$ cat config.mk
export PLATFORM = sky130hd
export DESIGN_NAME = l2_miss_sequencer
export DESIGN_NICKNAME = d
export VERILOG_FILES = /design/src/rtl/l2_miss_sequencer.sv
export SDC_FILE = /design/constraint.sdc
export NUM_CORES = 1
export LEC_CHECK = 0
export ABC_AREA = 1
export CELL_PAD_IN_SITES_DETAIL_PLACEMENT = 0
export CELL_PAD_IN_SITES_GLOBAL_PLACEMENT = 1
export CORE_ASPECT_RATIO = 0.9
export CORE_UTILIZATION = 27
export CTS_CLUSTER_SIZE = 8
export DETAILED_ROUTE_END_ITERATION = 10
export MAX_ROUTING_LAYER = met4
export PLACE_DENSITY = 0.83
export SYNTH_ARGS = -nofsm -noshare
export SYNTH_HDL_FRONTEND = slang
export SYNTH_SLANG_ARGS = --single-unit
$ cat constraint.sdc
create_clock -name clk -period 2.4 [get_ports clk]
set_clock_uncertainty 0.15 [all_clocks]
set_input_delay 0.36 -clock clk [delete_from_list [all_inputs] [get_ports clk]]
set_output_delay 0.36 -clock clk [all_outputs]
set_load 0.01 [all_outputs]
$ cat src/rtl/l2_miss_sequencer.sv
// L2 miss/eviction sequencer: optional dirty-victim writeback, then line fill,
// or a write-no-allocate bypass. Drives the datapath mux selects and way
// update strobes, and keeps saturating miss/writeback counters.
module l2_miss_sequencer #(
  parameter int unsigned WAYS           = 8,
  parameter int unsigned ADDR_W         = 32,
  parameter int unsigned OFFS_W         = 5,
  parameter int unsigned IDX_W          = 3,
  parameter int unsigned TAG_W          = ADDR_W - IDX_W - OFFS_W,
  parameter int unsigned WRITE_ALLOCATE = 1,
  parameter int unsigned CNT_W          = 16,
  localparam int unsigned WAY_W         = $clog2(WAYS),
  localparam int unsigned SEL_W         = $clog2(WAYS + 1)
) (
  input  logic                  clk,
  input  logic                  rst_n,
  input  logic                  miss_valid,
  input  logic [ADDR_W-1:0]     miss_addr,
  input  logic                  miss_write,
  input  logic [WAY_W-1:0]      victim_way,
  input  logic [WAYS-1:0]       way_valid,
  input  logic [WAYS-1:0]       way_dirty,
  input  logic [WAYS*TAG_W-1:0] way_tags,
  input  logic                  pmem_resp,
  output logic                  pmem_read,
  output logic                  pmem_write,
  output logic [ADDR_W-1:0]     pmem_addr,
  output logic [SEL_W-1:0]      pmem_addr_sel,
  output logic                  data_in_sel,
  output logic [WAYS-1:0]       data_write_en,
  output logic                  tag_load,
  output logic                  valid_set,
  output logic                  dirty_clr,
  output logic [WAY_W-1:0]      fill_way,
  output logic                  busy,
  output logic                  miss_done,
  output logic [CNT_W-1:0]      miss_cnt,
  output logic [CNT_W-1:0]      wb_cnt
);

  typedef enum logic [2:0] {StIdle, StWb, StFill, StBypass, StDone} state_e;

  localparam logic [ADDR_W-1:0] LineMask = {{(ADDR_W - OFFS_W){1'b1}}, {OFFS_W{1'b0}}};

  state_e             state_q, state_d;
  logic [ADDR_W-1:0]  addr_q;
  logic [WAY_W-1:0]   way_q;
  logic [TAG_W-1:0]   tag_q;
  logic [CNT_W-1:0]   miss_cnt_q, wb_cnt_q;
  logic               accept, wb_inc;

  // State register, accept-time capture of the transaction, saturating counters.
  always_ff @(posedge clk or negedge rst_n) begin
    if (!rst_n) begin
      state_q    <= StIdle;
      addr_q     <= '0;
      way_q      <= '0;
      tag_q      <= '0;
      miss_cnt_q <= '0;
      wb_cnt_q   <= '0;
    end else begin
      state_q <= state_d;
      if (accept) begin
        addr_q <= miss_addr;
        way_q  <= victim_way;
        tag_q  <= way_tags[int'(victim_way)*TAG_W +: TAG_W];
        if (miss_cnt_q != '1) miss_cnt_q <= miss_cnt_q + CNT_W'(1);
      end
      if (wb_inc && (wb_cnt_q != '1)) wb_cnt_q <= wb_cnt_q + CNT_W'(1);
    end
  end

  // Next-state decode and all datapath controls; outputs are pure functions of
  // state and pmem_resp so an async reset drops any pmem request at once.
  always_comb begin
    state_d       = state_q;
    accept        = 1'b0;
    wb_inc        = 1'b0;
    pmem_read     = 1'b0;
    pmem_write    = 1'b0;
    pmem_addr     = '0;
    pmem_addr_sel = '0;
    data_in_sel   = 1'b0;
    data_write_en = '0;
    tag_load      = 1'b0;
    valid_set     = 1'b0;
    dirty_clr     = 1'b0;
    fill_way      = '0;
    miss_done     = 1'b0;
    unique case (state_q)
      StIdle: begin
        data_in_sel = 1'b1;
        if (miss_valid) begin
          accept = 1'b1;
          if (miss_write && (WRITE_ALLOCATE == 0)) begin
            state_d = StBypass;
          end else if (way_valid[victim_way] && way_dirty[victim_way]) begin
            state_d = StWb;
          end else begin
            state_d = StFill;
          end
        end
      end
      StWb: begin
        pmem_write    = 1'b1;
        pmem_addr     = {tag_q, addr_q[OFFS_W +: IDX_W], {OFFS_W{1'b0}}};
        pmem_addr_sel = SEL_W'(way_q) + SEL_W'(1);
        data_in_sel   = 1'b1;
        if (pmem_resp) begin
          dirty_clr = 1'b1;
          fill_way  = way_q;
          wb_inc    = 1'b1;
          state_d   = StFill;
        end
      end
      StFill: begin
        pmem_read = 1'b1;
        pmem_addr = addr_q & LineMask;
        if (pmem_resp) begin
          data_write_en = WAYS'(1) << way_q;
          tag_load      = 1'b1;
          valid_set     = 1'b1;
          fill_way      = way_q;
          state_d       = StDone;
        end
      end
      StBypass: begin
        pmem_write  = 1'b1;
        pmem_addr   = addr_q & LineMask;
        data_in_sel = 1'b1;
        if (pmem_resp) state_d = StDone;
      end
      StDone: begin
        data_in_sel = 1'b1;
        miss_done   = 1'b1;
        state_d     = StIdle;
      end
      default: state_d = StIdle;
    endcase
  end

  assign busy     = (state_q != StIdle);
  assign miss_cnt = miss_cnt_q;
  assign wb_cnt   = wb_cnt_q;

endmodule
=== Yosys cells after proc, flatten, opt, wreduce, memory -nomap -nowiden ===
Index checks and enable logic that the tools add are counted.

* Output and inout port bits: 87
* Bits of input ports: 248
* Register bits: 94
* Logic and storage cells: 56

* $add $sub $neg: 3
* Shifts and indexed selects: 2
* Order comparisons: 1
* Multiplexer cells: 24
* Equal/unequal tests: 9
* Multiply operators: 1
* Reduce and logical (&&, ||, !) cells: 10

{| class="wikitable"
|+ Operator list
! operator !! number
|-
| 192-bit by 9-bit indexed part select with 24-bit output || 1
|-
| 32-bit case mux with 2 select lines || 1
|-
| 16-bit by 1-bit adder with 16-bit output, second input constant || 2
|-
| 16-bit inequality test, second input constant || 2
|-
| 8-bit 2-to-1 mux || 2
|-
| 3-bit 2-to-1 mux || 5
|-
| 1-bit 2-to-1 mux || 11
|-
| 3-bit case mux with 3 select lines || 1
|-
| 1-bit by 3-bit << shifter with 8-bit output, first input constant || 1
|-
| 1-bit binary-select mux with 3-bit select || 2
|-
| 3-bit by 2-bit equality test with 1-bit output, second input constant || 2
|-
| 2-bit OR reduction || 3
|-
| 3-bit by 2-bit multiplier with 5-bit output, second input constant || 1
|-
| 3-bit by 1-bit adder with 4-bit output, second input constant || 1
|-
| 3-bit by 4-bit less-than comparator with 1-bit output, second input constant || 1
|-
| 4-bit 2-to-1 mux || 1
|-
| 2-bit inequality test, second input constant || 2
|-
| 4-bit OR reduction || 1
|-
| 3-bit by 1-bit equality test with 1-bit output, second input constant || 1
|-
| 3-bit equality test, second input constant || 1
|-
| 3-bit logical NOT || 1
|-
| 3-bit AND reduction || 1
|-
| 3-bit nonzero test || 1
|-
| 1-bit logical AND || 2
|-
| other kinds (3) || 3
|}

=== Depth between registers and ports, before layout ===
Gate-level depths: netlist of the first run.

* Word-level depth: 6
* Mapped depth: 10
* Gate-level depth less buffers: 10

=== Worst setup path before layout of the first run ===
Ideal clock, no wire load.

* Kind: register -> output
* From: reg state_q[2]
* To: out valid_set
* Arrival time: 1.378 ns
* Path buffers: 2
* Stages on the path, launching flop included: 6
* Setup slack: 0.512 ns
* Data required time: 1.890 ns
* Cell sequence: dfrtp_1 -> nor3_2 -> inv_1 -> buf_2 -> nor2_1 -> buf_4

* Word-level cells in the longest chain between the ends: 2

{| class="wikitable"
|+ RTL lines
! item !! RTL line !! text
|-
| start: declaration || 45 || <nowiki>state_e state_q, state_d;</nowiki>
|-
| start signal: assignment || 55 || <nowiki>state_q <= StIdle;</nowiki>
|-
| start signal: assignment || 62 || <nowiki>state_q <= state_d;</nowiki>
|-
| 3-bit by 2-bit equality test with 1-bit output || n/a ||
|-
| 1-bit 2-to-1 mux || n/a ||
|-
| end: declaration || 32 || <nowiki>output logic valid_set,</nowiki>
|}

Every way passes these cells.

=== Final worst setup path of the first run ===
* From: reg state_q[2]
* To: out busy

* Word-level cells in the longest chain between the ends: 1

{| class="wikitable"
|+ RTL lines
! item !! RTL line !! text
|-
| 3-bit nonzero test || 142 || <nowiki>assign busy = (state_q != StIdle);</nowiki>
|-
| end: declaration || 35 || <nowiki>output logic busy,</nowiki>
|}

Every way passes these cells.

==> flow_summary.yaml, run 1 <==
place:
  dp_hpwl_um: 19600
  gp_congestion: 0.857
  portBuffers: 323
  post-place-ws_ns: 0.00506
clock_network:
  clock_path_buffers: 2
  path_clk_slew_ns: 0.06
  htree_levels: 3
  cts_buffers: 9
  cts_sinks: 89
  clk-insertion-delay-late_ns: 0.35
  cts-root-buf: "clkbuf_16"
  cts_tree: "yes"
synth:
  synth-async-reset-ratio_pct: 100
  synthTopCellsByArea: "dfrtp_1, nand2_1, nand3_1, o21ai_0, nor2_1"
  synth_top_cell_area_share_pct: 35.3
  avgSynthCellArea_um2: 6.81
  ys.flop_type: "dfrtp_1"
  synth.ff_latch_count: 89
  yosysTopAreaCell: "dfrtp_1"
  yosysWarnings: 0
  yosysSeqAreaShare_pct: 35.3
  syn_inst: 927
  syn-cell-area_um2: 6310
  synth-edff-count: 0
  ys_types: 31
worst_setup_path:
  crit_buf_inv: 4
  r2r_cells: 12
  crit_cells: 5
  rr_startpoint: "state_q[0]$_DFFE_PN0P_"
  slowest_delay_ns: 0.50
  crit_fanout: 3
  cp.required_ns: 1.89
  worstSetupStartpointType: "register"
  worstSetupEndpointType: "output pin"
  crit_path_top_delay_cell: "clkdlybuf4s50_1"
  path_class: "register to output pin"
  cpMostUsedCell: "buf_4"
  arrival_ns: 1.82
  rrSetupSlack_ns: 0.37
  critPathLaunch: "state_q[2]$_DFFE_PN0P_"
  crit_path_cell_trace: "buf_4 -> buf_4 -> nor2_4 -> inv_2 -> clkdlybuf4s50_1"
  cpLargestDelayFamily: "buffers and inverters"
power_and_ir_drop:
  p_total_mw: 8.25
  p_leak_nw: 4.57
  powerDensity_nw_per_um2: 814
  ir_worst_vdd_v: 0.000371
timing:
  finalMaxSlewViolations: 0
  hold_viol: 0
  worst-slew-pin-transition_ns: 0.541
  whs_ns: 0.294
  slew_headroom_pct: 63.7
  layout_setup_ws_ns: 0.0725
  setup_viol: 0
  setup_tns_ns: 0
  fin_crit_sh_pct: 97.0
  max_freq_mhz: 430
  fin_crit_ns: 2.33
status:
  status: "complete, no violations"
global_routing:
  grt_use_total_pct: 21.9
  antenna_found_initial: 0
  grt_max_degree: 66
  grt_pass1_wl_um: 39300
  grt_pass1_vias: 7259
  grt-ovfl-total: 0
flow_run:
  maxCapViolations: 0
route:
  wl_um: 25400
  drc: 0
  viasPerCell: 4.84
  wire_per_inst_um: 16.5
  drtPass1Iterations: 7
  vias: 7419
  drtAntennaViolNets: 0
  drt_first_iter_violations: 300
finish:
  fin_nets: 1489
  drive_gt1_share_pct: 7.69
  n_antenna_cell: 0
  fin_util_pct: 44.6
  syn_to_final_growth_pct: 60.5
floorplanning:
  row_count: 52
  die-height_um: 147
  core-area_um2: 22700
  die_x_um: 163
  io_pins: 335
  die_area_um2: 24000
  initial_utilization_pct: 27.8
worst_hold_path:
  hold_path.class: "primary input to async pin"
where the power goes:
| group | internal [mW] | switching (mW) |
|---|---|---|
| Combinational | 1.96 | 2.21 |
| Sequential | 2.08 | 0.514 |
| Clock | 0.882 | 0.595 |
| Total | 4.93 | 3.32 |
cell usage after synthesis, types with 3 or more instances:
master	n
nand4_1	29
buf_6	9
a22o_1	24
nor2_1	80
nor2_4	3
nand3_1	134
buf_2	20
inv_1	39
nor4_1	4
dfrtp_1	89
nand2_1	298
buf_1	3
nand3b_1	4
o21ai_0	71
nor3_1	17
buf_4	14
clkbuf_1	21
o22ai_1	24
inv_2	5
ha_1	8
xnor2_1	10
xor2_1	8
flip-flops by register name (all words and copies together), names as in the netlist:
| name | count |
|---|---|
| addr_q | 27 |
| tag_q | 24 |
| miss_cnt | 16 |
| wb_cnt | 16 |
| state_q | 3 |
| way_q | 3 |
layer usage:
metal | global-route usage [%] | vias up | wire length (um)
met4 | 6.45 | 0 | 592
met3 | 4.55 | 39 | 1720
met1 | 27.3 | 3409 | 11000
met5 | - | - | 0
met2 | 35.3 | 270 | 12000
li1 | - | 3701 | -
cells by family after synthesis:
family	Yosys count	share of synthesized area, %
other	1	0.0594
XOR/XNOR	18	2.50
AND/OR/NAND/NOR	575	39.8
AO/OA/AOI/OAI	122	11.6
flip-flops	89	35.3
adder cells (fa/ha/maj)	8	1.59
buffers and inverters	114	9.15
per-stage QoR:
stage / instances / area (um2)
floorplan: 931 / 6330
global placement: 1510 / 9820
detailed placement: 1510 / 9820
CTS: 1531 / 10200
global route: 1533 / 10100
finish: 1533 / 10100
what timing repair did:
action,in CTS,in global routing
hold buffers,1,0
pin swaps,3,6
cloned,2,0
setup buffers,4,2
resized for setup,82,29
endpoints found under the hold margin,18,0
setup endpoints to repair,39,25
cell usage in the layout, fill, tap and decap left out, drive strengths merged:
| cell type | instances |
|---|---|
| nand3b | 4 |
| xnor2 | 10 |
| o22ai | 24 |
| ha | 8 |
| nor2 | 84 |
| buf | 45 |
| clkdlybuf4s50 | 275 |
| clkinvlp | 1 |
| nor3 | 19 |
| bufinv | 1 |
| nand4 | 29 |
| dlygate4sd3 | 1 |
| clkdlybuf4s15 | 2 |
| clkbuf | 28 |
| o21ai | 74 |
| inv | 46 |
| nand3 | 134 |
| dlymetal6s2s | 3 |
| dlygate4sd2 | 16 |
| a22o | 24 |
| nand2 | 301 |
| conb | 5 |
| dfrtp | 89 |
| nor4 | 4 |
| clkinv | 1 |
| xor2 | 8 |
area by class of cell:
| cell class | instances | area, um2 |
|---|---|---|
| clock inverters | 2 | 37.5 |
| fillers | 2369 | 12600 |
| inverters | 47 | 181 |
| clock buffers | 12 | 267 |
| well taps | 297 | 372 |
| multi-input cells | 728 | 3540 |
| repair buffers | 358 | 3510 |
| flip-flops and latches | 89 | 2230 |
final timing paths:
| path | to |
|---|---|
| max | busy |
| min | wb_cnt[2]$_DFFE_PN0P_ |
| max reg2reg | wb_cnt[6]$_DFFE_PN0P_ |
| min reg2reg | addr_q[30]$_DFFE_PN0P_ |
| max in group asynchronous | tag_q[23]$_DFFE_PN0P_ |
| min in group clk | addr_q[30]$_DFFE_PN0P_ |
(Power assumes the default switching activity.)
==> inputs of run 2 (changes only) <==
--- a/config.mk
+++ b/config.mk
@@ -6,9 +6,11 @@
 export NUM_CORES = 1
 export LEC_CHECK = 0
 export ABC_AREA = 1
+export ABC_CLOCK_PERIOD_IN_PS = 2400
 export CELL_PAD_IN_SITES_DETAIL_PLACEMENT = 0
 export CELL_PAD_IN_SITES_GLOBAL_PLACEMENT = 1
 export CORE_ASPECT_RATIO = 0.9
+export CORE_MARGIN = 3
 export CORE_UTILIZATION = 27
 export CTS_CLUSTER_SIZE = 8
 export DETAILED_ROUTE_END_ITERATION = 10
==> run 2 against run 1 <==
Net effect:
- core utilization increased by 0.28 points
- final area increased by 0.62%
- via count decreased by 0.90%
- critical endpoint is now pmem_addr[31]
==> flow_summary.yaml, run 2 (synthesis gave the netlist of run 1 again) <==
status:
  status: "complete, no violations"
worst_setup_path:
  crit_fanout: 6
  worstSetupStartpointType: "register"
  cp.required_ns: 1.89
  slowest_delay_ns: 0.45
  cpMostUsedCell: "buf_6"
  arrival_ns: 1.88
  path_class: "register to output pin"
  crit_path_cell_trace: "nor2_4 -> inv_2 -> o21ai_4 -> buf_6 -> buf_6 -> buf_16 -> a22o_1 -> buf_2"
  crit_path_top_delay_cell: "dfrtp_2"
  worstSetupEndpointType: "output pin"
finish:
  n_antenna_cell: 0
  layout.cells.non_filler: 1539
  drive_gt1_share_pct: 8.29
  largest_reg_flops: 27
  fin_util_pct: 44.9
  regMostFlops: "addr_q"
  syn_to_final_growth_pct: 61.5
  final_common_cell: "nand2_1"
  fin_area_um2: 10200
  final_cell_mix: "nand2_1, clkdlybuf4s50_1, nand3_1"
  top_regs: "addr_q: 27 flops, tag_q: 24 flops"
  fin_nets: 1494
clock_network:
  htree_levels: 3
  cts_buffers: 9
  cts_sinks: 89
  clock_path_buffers: 2
  cts-root-buf: "clkbuf_16"
  clk-insertion-delay-late_ns: 0.35
  cts_tree: "yes"
  path_clk_slew_ns: 0.07
place:
  gp_congestion: 0.880
  placed_cells: 1508
  placed_area_um2: 9790
  dp_hpwl_um: 19600
  portBuffers: 323
global_routing:
  grt_pass1_wl_um: 39200
  grt_use_total_pct: 20.3
  grt_pass1_vias: 7140
  antenna_found_initial: 0
  grt-ovfl-total: 0
  grt_max_degree: 102
floorplanning:
  io_pins: 335
  core-area_um2: 22700
  initial_utilization_pct: 27.8
  die_area_um2: 25300
  die-height_um: 151
  die_x_um: 167
  row_count: 52
route:
  vias: 7352
  drc: 0
  drt_first_iter_violations: 357
  wl_um: 25700
  drtAntennaViolNets: 0
  drtPass1Iterations: 5
  viasPerCell: 4.78
  wire_per_inst_um: 16.7
timing:
  setup_tns_ns: 0
  setup_viol: 0
  slew_headroom_pct: 42.3
  hold_viol: 0
  max_freq_mhz: 418
  finalMaxSlewViolations: 0
  fin_crit_sh_pct: 99.6
  worst-slew-pin-transition_ns: 0.864
  fin_crit_ns: 2.39
  rsz0062_at_grt: "true"
flow_run:
  maxCapViolations: 0
power_and_ir_drop:
  ir_worst_vdd_v: 0.000631
  powerDensity_nw_per_um2: 815
  p_total_mw: 8.31
  p_leak_nw: 4.58
worst_hold_path:
  hold_path.class: "register to register"
-- run 2: final timing paths --
kind / startpoint / end / slack [ns] / depth (start not counted)
setup reg to reg: state_q[2]$_DFFE_PN0P_ / tag_q[16]$_DFFE_PN0P_ / 0.28 / 8
setup / recovery: state_q[2]$_DFFE_PN0P_ / pmem_addr[31] / 0.009 / 8
min in group asynchronous: rst_n / wb_cnt[9]$_DFFE_PN0P_ / 0.39 / 2
hold / removal: addr_q[23]$_DFFE_PN0P_ / addr_q[23]$_DFFE_PN0P_ / 0.32 / 2
hold reg to reg: addr_q[23]$_DFFE_PN0P_ / addr_q[23]$_DFFE_PN0P_ / 0.32 / 2
max in group asynchronous: rst_n / tag_q[16]$_DFFE_PN0P_ / 1.10 / 3
-- run 2: power by group --
part / leakage (nW) / switching, mW / internal (mW)
clock network: 0.136 / 0.607 / 0.727
logic: 3.32 / 2.24 / 2.15
registers: 1.13 / 0.496 / 2.09
total: 4.58 / 3.35 / 4.97
-- run 2: layout make-up --
| type | count | area (um2) |
|---|---|---|
| clock buffer | 11 | 243 |
| clock inverter | 4 | 27.5 |
| fill | 2394 | 12500 |
| inverter | 47 | 181 |
| multi-input combinational | 728 | 3540 |
| sequential | 89 | 2230 |
| tap | 297 | 372 |
| timing repair buffer | 363 | 3600 |
-- run 2: timing repair --
action,in CTS,in global routing
buffers inserted,8,4
endpoints found under the hold margin,37,0
pin swaps,3,2
setup endpoints to repair,39,30
hold buffers,1,0
gates cloned,3,0
resized for setup,111,27
-- run 2: routing by layer --
layer	share of wire, %	up-vias	GRT usage [%]
li1	-	3714	-
met1	43	3378	24.8
met2	49	244	35.2
met3	6.9	16	4.83
met4	0.79	0	3.52
met5	0	-	-
-- run 2: metrics by stage --
step / hold WS (ns) / setup slack (ns)
6_report: 0.322 / 0.00858
5_1_grt: 0.350 / -0.0685
4_1_cts: 0.325 / 0.000971
3_5_place_dp: 0.239 / -0.0243
3_3_place_gp: 0.234 / 0.0283
2_1_floorplan: -0.0856 / 0.512
-- run 2: critical path, delay by kind of cell (launching register included) --
family | cells | cell delay [ns]
AO/OA/AOI/OAI | 2 | 0.32
buffers and inverters | 5 | 0.58
flip-flops | 1 | 0.45
AND/OR/NAND/NOR | 1 | 0.17
